### src/rtl/fib_arb_ctrl.sv
// fib_arb_ctrl: round-robin arbiter feeding an iterative 11-bit Fibonacci engine.
// Define FIB_SAT_EN to saturate n at 2047 instead of wrapping.
module fib_arb_ctrl (
  input  logic        clk,
  input  logic        rst,
  input  logic        req0,
  input  logic [4:0]  steps0,
  input  logic        req1,
  input  logic [4:0]  steps1,
  input  logic        selector,
  output logic        gnt0,
  output logic        gnt1,
  output logic        busy,
  output logic        done,
  output logic        done_id,
  output logic [10:0] m,
  output logic [10:0] n,
  output logic [10:0] x,
  output logic        ovf
);
  typedef enum logic [1:0] {IDLE, LOAD, RUN, DONE} state_t;
  state_t      state_q;
  logic        ptr_q, id_q, sel_q, ovf_q, gnt0_q, gnt1_q, busy_q, done_q, done_id_q;
  logic [4:0]  steps_q, cnt_q;
  logic [10:0] m_q, n_q, n_d;
  logic [11:0] sum;
  logic        win;
  assign sum = {1'b0, m_q} + {1'b0, n_q};
  assign win = (req0 & req1) ? ptr_q : req1;
`ifdef FIB_SAT_EN
  assign n_d = sum[11] ? 11'h7ff : sum[10:0];
`else
  assign n_d = sum[10:0];
`endif
  always_ff @(posedge clk) begin
    if (rst) begin
      state_q   <= IDLE;
      ptr_q     <= 1'b0;
      id_q      <= 1'b0;
      sel_q     <= 1'b0;
      steps_q   <= '0;
      cnt_q     <= '0;
      m_q       <= '0;
      n_q       <= '0;
      ovf_q     <= 1'b0;
      gnt0_q    <= 1'b0;
      gnt1_q    <= 1'b0;
      busy_q    <= 1'b0;
      done_q    <= 1'b0;
      done_id_q <= 1'b0;
    end else begin
      gnt0_q    <= 1'b0;
      gnt1_q    <= 1'b0;
      done_q    <= 1'b0;
      done_id_q <= 1'b0;
      case (state_q)
        IDLE: if (req0 | req1) begin
          state_q <= LOAD;
          id_q    <= win;
          steps_q <= win ? steps1 : steps0;
          sel_q   <= selector;
          ptr_q   <= ~win;
          gnt0_q  <= ~win;
          gnt1_q  <= win;
          busy_q  <= 1'b1;
        end
        LOAD: begin
          m_q   <= {10'd0, sel_q};
          n_q   <= sel_q ? 11'd2 : 11'd1;
          ovf_q <= 1'b0;
          cnt_q <= steps_q;
          state_q <= (steps_q == 5'd0) ? DONE : RUN;
          done_q    <= steps_q == 5'd0;
          done_id_q <= (steps_q == 5'd0) & id_q;
        end
        RUN: begin
          m_q   <= n_q;
          n_q   <= n_d;
          ovf_q <= ovf_q | sum[11];
          cnt_q <= cnt_q - 5'd1;
          state_q   <= (cnt_q == 5'd1) ? DONE : RUN;
          done_q    <= cnt_q == 5'd1;
          done_id_q <= (cnt_q == 5'd1) & id_q;
        end
        default: begin
          state_q <= IDLE;
          busy_q  <= 1'b0;
        end
      endcase
    end
  end
  assign gnt0    = gnt0_q;
  assign gnt1    = gnt1_q;
  assign busy    = busy_q;
  assign done    = done_q;
  assign done_id = done_id_q;
  assign m       = m_q;
  assign n       = n_q;
  assign x       = m_q + n_q;
  assign ovf     = ovf_q;
endmodule

### config.mk
export PLATFORM = sky130hd
export DESIGN_NAME = fib_arb_ctrl
export DESIGN_NICKNAME = d
export VERILOG_FILES = /design/src/rtl/fib_arb_ctrl.sv
export SDC_FILE = /design/constraint.sdc
export NUM_CORES = 1
export LEC_CHECK = 0
export BUFFER_PORTS_ARGS = -buffer_cell sky130_fd_sc_hd__buf_2
export CAP_MARGIN = 30
export CORE_MARGIN = 2
export CORE_UTILIZATION = 57
export DETAILED_ROUTE_END_ITERATION = 8
export PLACE_DENSITY = 0.86
export SLEW_MARGIN = 5
export SYNTH_ARGS = -nofsm -noshare
export SYNTH_HDL_FRONTEND = slang
export SYNTH_SLANG_ARGS = --single-unit
### constraint.sdc
create_clock -name clk -period 6.2 [get_ports clk]
set_clock_uncertainty 0.1 [all_clocks]
set_input_delay 1.55 -clock clk [delete_from_list [all_inputs] [get_ports clk]]
set_output_delay 1.55 -clock clk [all_outputs]
set_load 0.02 [all_outputs]
## Word-level counts from Yosys, hierarchy flattened

Cells that the tools add are included.

- Output and inout port bits: 39
- Register bits after elaboration: 43
- Bits in writable memories: 0
- ROM bits: 0
- Memories kept: 0
- Input bits: 15
- Bits in latches: 0

- $mul: 0
- Shifts and indexed selects: 0
- Muxes and demuxes: 15
- Bitwise operators: 9
- Equality and inequality tests: 4
- Magnitude comparators: 0
- Div/mod/pow operators: 0
- Reduce and logical (&&, ||, !) cells: 7
- Add/subtract/negate cells: 3

Operators by type and width:

| operator | count |
|---|---|
| case mux 11 bit (2 select lines) | 2 |
| adder 11 x 11 -> 12 bit | 1 |
| adder 11 bit | 1 |
| case mux 5 bit (2 select lines) | 1 |
| case mux 1 bit (2 select lines) | 4 |
| case mux 2 bit (3 select lines) | 1 |
| equality test 5 x 1 -> 1 bit, second input constant | 1 |
| logical NOT 5 bit | 1 |
| 2-to-1 mux 5 bit | 1 |
| subtractor 5 x 1 -> 5 bit, second input constant | 1 |
| 2-to-1 mux 1 bit | 4 |
| 2-to-1 mux 2 bit | 2 |
| inverter 1 bit | 4 |
| AND reduction 2 bit | 2 |
| AND 1 bit | 3 |
| OR reduction 3 bit | 1 |
| equality test 2 x 1 -> 1 bit, second input constant | 1 |
| equality test 2 bit, second input constant | 1 |
| logical NOT 2 bit | 1 |
| inequality test 2 bit, second input constant | 1 |
| OR 1 bit | 2 |
| nonzero test 2 bit | 1 |
| OR reduction 2 bit | 1 |

## Longest topological paths before layout

Gate-level depths: netlist of run 1.

- Depth after elaboration: 4
- Depth in mapped cells: 8

## Worst setup path after synthesis of run 1

Ideal clock, no wire load.

- Path kind: reg2out
- Start: register n_q[0] (netlist: n[0])
- End: output port x[8]
- Cell stages (with the launch flop): 9
- Slack: 2.692 ns
- Path buffers: 0
- Arrival time: 1.858 ns
- Required time: 4.550 ns
- Path through: dfxtp_1 -> ha_1 -> inv_1 -> fa_1 -> nor2b_1 -> o31ai_2 -> a21oi_1 -> or3_1 -> and2_1

- Longest elaborated chain between the ends: 1

Ends and longest elaborated chain:

| element | line | text |
|---|---|---|
| from (decl) | 25 | `logic [10:0] m_q, n_q, n_d;` |
| from (signal assigned) | 69 | `n_q <= sel_q ? 11'd2 : 11'd1;` |
| from (signal assigned) | 78 | `n_q <= n_d;` |
| adder 11 bit | 99 | `assign x = m_q + n_q;` |
| to (decl) | 18 | `output logic [10:0] x,` |

Every way passes these cells.

## Final worst setup path of run 1

- Start: register m_q[0] (netlist: m[0])
- End: output port x[10]

- Longest elaborated chain between the ends: 1

Ends and longest elaborated chain:

| element | line | text |
|---|---|---|
| from (decl) | 25 |  |
| from (signal assigned) | 68 | `m_q <= {10'd0, sel_q};` |
| from (signal assigned) | 77 | `m_q <= n_q;` |
| adder 11 bit | 99 |  |

Every way passes these cells.

==> metrics.md, run 1 <==
| Metric | Value |
|---|---|
| Top Ports | `54` |
| R2R Setup Slk | `3810 ps` |
| Post-Layout Cell Count | `366` |
| Number of global-route vias before repair | `1944` |
| Share of layout cells above drive strength 1 | `0.222` |
| H-tree Lvls | `2` |
| Core Region | `3940 sq um` |
| Critical Path End Type | `primary output` |
| Slew headroom | `0.440` |
| Post-route cell area | `2660 sq um` |
| Met3 Track Usage GR | `0.0617` |
| WS Path Type | `flip-flop to primary output` |
| Placed cell count | `358` |
| Sequential share of the synthesized area | `0.377` |
| I/O Buffers | `53` |
| GR Util All Layers | `0.238` |
| Most crowded layer after global routing | `met2` |
| CTS tree | `yes` |
| Setup TNS | `0 ps` |
| Initial Utilization | `0.580` |
| Diodes inserted | `0` |
| FP Rows | `23` |
| Final hold vios | `0` |
| Final HPWL DP | `3.68 mm` |
| Hold_buf cts | `0` |
| First-pass DRT Iterations | `4` |
| Clock buffer depth | `2` |
| Ys async rst share | `0` |
| GR Util met2 | `0.403` |
| Minimum clock period after layout | `3920 ps` |
| Cts bufs inserted | `5` |
| Die area | `4530 sq um` |
| Tightest Pin Transition | `840 ps` |
| Clk_lat worst skew | `300 ps` |
| Min-Delay Path Class | `flip-flop to flip-flop` |
| Post-Place Cell Area | `2570 sq um` |
| Maxcap violations | `0` |
| Post-synthesis area per instance | `8.56 sq um` |
| DRT antenna net count | `0` |
| Clock slew at reported path FFs | `80 ps` |
| # nets final | `348` |
| Initial drt markers | `167` |
| CTS root buf | `clkbuf_8` |
| PD cells | `345 nW/um^2` |
| Pleak | `1.28 nW` |
| First-pass GRT wire length | `8.29 mm` |
| Post-CTS setup buffers | `0` |
| Die H | `67.3 microns` |
| PostCTS Resize Cnt | `0` |
| Syn Nets | `300` |
| CP Data Arrival Time | `2270 ps` |
| Achievable frequency | `255 MHz` |
| Commonest non-fill, non-tap cell in the layout | `buf_2` |
| Clock Sinks | `43` |
| Final slew viol count | `0` |
| DRC violations left | `0` |
| Met1 Track Usage GR | `0.297` |
| Ys flop type | `dfxtp_1` |
| RSZ-0062 raised after global routing | `false` |
| CP Launch Type | `flip-flop` |
| Area Overhead vs Synth | `16.3%` |
| Yosys cell types | `45` |
| Most frequent cells in the layout | `buf_2, dfxtp_1, a21oi_1, nor2_1, ha_1` |
| Setup-failing EPs final | `0` |
| Routability cong. | `0.897` |
| EDFF count, synth | `0` |
| Largest net degree at the start of global routing | `32` |
| Synth Register Bits | `43` |
| Pwr Total | `0.000916 W` |
| Vias | `2085` |
| Yosys warning count | `0` |
| CP max FO | `3` |
| Initial antenna violation count | `0` |
| Peak VDD IR | `0.000284 V` |
| Synthesized instance count | `267` |
| Routed WL per cell | `13.8 microns` |
| Final period util | `0.632` |
| Vias/cell | `5.70` |
| GR Overflow Total | `0` |
| Die width | `67.3 microns` |
| Routed WL | `5.06 mm` |
| Post-Syn Area | `2290 sq um` |
| Status | `finished, final reports clean` |
| WHS | `334 ps` |
| CP required | `4550 ps` |
-- kinds of logic (layout without fill, tap and decap cells) --
kind of cell,after synthesis,in the layout,synth area share
buf+inv,29,78,0.0476
xor+xnor,5,5,0.0192
fa+ha+maj,18,18,0.102
simple gates,88,88,0.200
compound gates,78,78,0.228
flops,43,43,0.377
mux,6,6,0.0263
-- where the power goes --
part	total, W	leakage (nW)	internal [W]	switching [W]
clock network	0.000175	0.0412	0.0000788	0.0000963
logic	0.000381	0.888	0.000149	0.000232
registers	0.000360	0.350	0.000321	0.0000385
-- metal layers --
metal,wire (microns),part of all wire
met4,78,0.015
met3,212,0.042
met5,0,0
met2,2460,0.49
met1,2310,0.46
-- area by class of cell --
cell class              count  area [sq um]
repair buffers             54           273
flip-flops and latches     43           861
clock buffers               6          72.6
clock inverters             2          12.5
fillers                   326          1280
inverters                  16          60.1
multi-input cells         195          1320
well taps                  50          62.6
-- Yosys cell counts, types with 5 or more instances --
cell | instances | area [sq um]
dfxtp_1 | 43 | 861
a21oi_1 | 30 | 150
nor2_1 | 21 | 78.8
ha_1 | 17 | 213
inv_1 | 15 | 56.3
nand2_1 | 14 | 52.6
nand2b_1 | 13 | 81.3
nand3_1 | 13 | 65.1
clkbuf_1 | 12 | 45.0
o21ai_0 | 11 | 55.1
a22o_1 | 6 | 52.6
and2_1 | 6 | 37.5
mux2i_1 | 6 | 60.1
a21o_1 | 5 | 37.5
-- metrics by stage --
stage | util | worst slack (ps)
2_1_floorplan | - | 2690
3_3_place_gp | 0.652 | 2670
3_5_place_dp | 0.652 | 2620
4_1_cts | 0.674 | 2290
5_1_grt | 0.674 | 2150
6_report | 0.674 | 2280
-- registers in the layout, indices dropped and copies added, names as in the netlist, 2 cells and up --
name and count:
cnt_q 5, m 11, n 11, state_q 2, steps_q 5
-- critical path, stage by stage, from the launching register on --
cell	delay, ps
dfxtp_1	330
ha_1	210
inv_1	70
fa_1	200
nor2b_1	70
o31ai_2	280
a21oi_1	130
or3_1	340
and2_1	170
buf_2	150
-- path summary, 6_finish.rpt --
check,end,cells past startpoint,from
setup / recovery,x[10],9,m[0]
hold reg to reg,done_id,2,id_q
setup reg to reg,state_q[0],7,state_q[0]
hold / removal,done_id,2,id_q
No activity file was read; power rests on OpenSTA's default activity.
==> run 2, diff against run 1 <==
- CORE_UTILIZATION: 57 -> 48
- PLACE_DENSITY: 0.86 -> 0.77
- clock period: 6.2 -> 3.15 ns (I/O delays scaled with it)
==> run 2 against run 1 <==
Against the previous run:
- design area is 5.5% higher
- utilization decreased by 7.2 points
- hold slack improved by 4.9 ps
- critical endpoint unchanged
- critical path type unchanged
==> metrics.md, run 2 (synthesis gave the netlist of run 1 again) <==
| Metric | Value |
|---|---|
| Placed cell count | `364 (+1.7%)` |
| Bufs and invs on worst path | `2 (unchanged)` |
| Setup ws final | `35.0 ps (-2240 ps)` |
| Post-Layout Cell Count | `374 (+2.2%)` |
| RSZ-0062 raised after global routing | `true` |
| Commonest non-fill, non-tap cell in the layout | `buf_2` |
| GR Util All Layers | `0.196 (-0.0420)` |
| Routability cong. | `0.839 (-6.4%)` |
| Share of layout cells above drive strength 1 | `0.288 (+0.0660)` |
| Initial antenna violation count | `0 (unchanged)` |
| CTS root buf | `clkbuf_8` |
| WS Path Type | `flip-flop to primary output` |
| Vias/cell | `5.57 (-2.1%)` |
| Clk_lat worst skew | `300 ps (about the same)` |
| Critical Path End Type | `primary output` |
| Reg-to-Reg Start | `state_q[0]` |
| Top Ports | `54 (unchanged)` |
| DRT antenna net count | `0 (unchanged)` |
| Final hold vios | `0 (unchanged)` |
| Area Overhead vs Synth | `22.7%` |
| Slew headroom | `0.603 (+0.163)` |
| CP required | `2260 ps (-2290 ps)` |
| CP Data Arrival Time | `2230 ps (-40 ps)` |
| CP max FO | `3 (unchanged)` |
| Worst Reg-to-Reg Cells | `5 (-2)` |
| Final slew viol count | `0 (unchanged)` |
| Largest net degree at the start of global routing | `28 (-13%)` |
| Setup-failing EPs final | `0 (unchanged)` |
| Diodes inserted | `0 (unchanged)` |
| I/O Buffers | `53 (unchanged)` |
| CP Launch Type | `flip-flop` |
| Initial drt markers | `119 (-29%)` |
| Most frequent cells in the layout | `buf_2, dfxtp_1, a21oi_1, nor2_1` |
| First-pass GRT wire length | `8.21 mm (-0.99%)` |
| Cts bufs inserted | `5 (unchanged)` |
| Maxcap violations | `0 (unchanged)` |
| Number of global-route vias before repair | `1814 (-6.7%)` |
| Clock Sinks | `43 (unchanged)` |
| GR Overflow Total | `0 (unchanged)` |
| Routed WL | `5.16 mm (+2.0%)` |
| Final period util | `0.989` |
| # nets final | `353 (+1.4%)` |
| Critical path depth | `9 (unchanged)` |
| Core Region | `4660 sq um (+18%)` |
| FP Rows | `25 (+8.7%)` |
| CP Cell Sequence | `ha_4 -> inv_2 -> fa_2 -> nor2b_2 -> o31ai_4 -> a21oi_2 -> or3_4 -> and2_4 -> buf_6` |
| Tightest Pin Transition | `596 ps (-245 ps)` |
| Post-route cell area | `2800 sq um (+5.5%)` |
| H-tree Lvls | `2 (unchanged)` |
| Critical path endpoint | `x[10]` |
| Slowest-stage cell, CP | `or3_4` |
| R2r endpoint | `n[8]` |
| Delay of the slowest critical-path stage | `400 ps (+60 ps)` |
| Routed WL per cell | `13.8 microns (-0.21%)` |
| Pleak | `1.31 nW (+2.3%)` |
| R2R Setup Slk | `1040 ps (-2770 ps)` |
| Status | `finished, final reports clean` |
| Vias | `2085 (unchanged)` |
| Final HPWL DP | `3.63 mm (-1.2%)` |
| Die area | `5330 sq um (+18%)` |
| First-pass DRT Iterations | `4 (unchanged)` |
| Clock buffer depth | `2 (unchanged)` |
| Hold_buf cts | `0 (unchanged)` |
| Hold wc startpoint | `id_q` |
| CP delay by family, top | `simple AND/OR/NAND/NOR gates` |
| DRC violations left | `0 (unchanged)` |
| Crit path from | `m[0]` |
| Clock slew at reported path FFs | `80 ps (about the same)` |
| Die H | `73.0 microns (+8.4%)` |
| Min-Delay Path Class | `flip-flop to flip-flop` |
| Achievable frequency | `321 MHz` |
| Minimum clock period after layout | `3120 ps` |
| Pre-CTS WS | `344 ps (-2280 ps)` |
| Die width | `73.0 microns (+8.4%)` |
| PD cells | `681 nW/um^2 (+98%)` |
| Post-Place Cell Area | `2590 sq um (+0.78%)` |
| Initial Utilization | `0.490 (-0.0893)` |
| CTS tree | `yes` |
| Peak VDD IR | `0.000368 V (+29%)` |
| WHS | `339 ps (+4.89 ps)` |
[run 2: changes by cell type in the layout (fill, tap and decap cells not counted), sizes merged]
cell,delta
buf,+5
bufinv,+1
clkbuf,-1
clkinv,-1
[run 2: how the worst min path moves through the flow]
stage / cells after the start / end / slack [ps]
6_report: 2 / done_id / 340
5_1_grt: 2 / done_id / 350
4_1_cts: 2 / done_id / 340
3_5_place_dp: 2 / done_id / 330
3_3_place_gp: 2 / done_id / 320
2_1_floorplan: 2 / done_id / 310
[run 2: layout make-up]
| type | count | area, sq um |
|---|---|---|
| Tap cell | 54 | 67.6 |
| Timing Repair Buffer | 59 | 323 |
| Clock buffer | 5 | 68.8 |
| Multi-Input combinational cell | 195 | 1380 |
| Inverter | 16 | 60.1 |
| Clock inverter | 2 | 37.5 |
| Sequential cell | 43 | 867 |
| Fill cell | 391 | 1860 |
[run 2: per-layer routing]
layer	wire, microns	vias up	track usage
met4	69	0	0.0782
met2	2430	56	0.316
met5	0	-	0
met3	223	8	0.0428
met1	2440	959	0.254
li1	-	1062	-
[run 2: power breakdown]
part | total [W] | leakage [nW] | internal, W | switching [W]
sequential | 0.000710 | 0.352 | 0.000635 | 0.0000756
clock | 0.000427 | 0.0502 | 0.000232 | 0.000196
combinational | 0.000771 | 0.906 | 0.000315 | 0.000456
[run 2: metrics by stage]
step	util	power, W	TNS [ps]
3_5_place_dp	0.556	0.00146	0
5_1_grt	0.602	0.00204	-40.8
2_1_floorplan	-	0.00128	0
6_report	0.602	0.00191	0
3_3_place_gp	0.556	0.00144	0
4_1_cts	0.592	0.00192	0
[run 2: timing repair]
item,in CTS,in global routing
gates resized for setup,9,14
buffers inserted,3,0
setup endpoints to repair,2,3
pin swaps,4,7
endpoints found under the hold margin,0,0
[run 2: worst min-delay path: stages (launching register included)]
cell and delay [ps]:
dfxtp_1 320, nand2_1 50, nor2_1 30
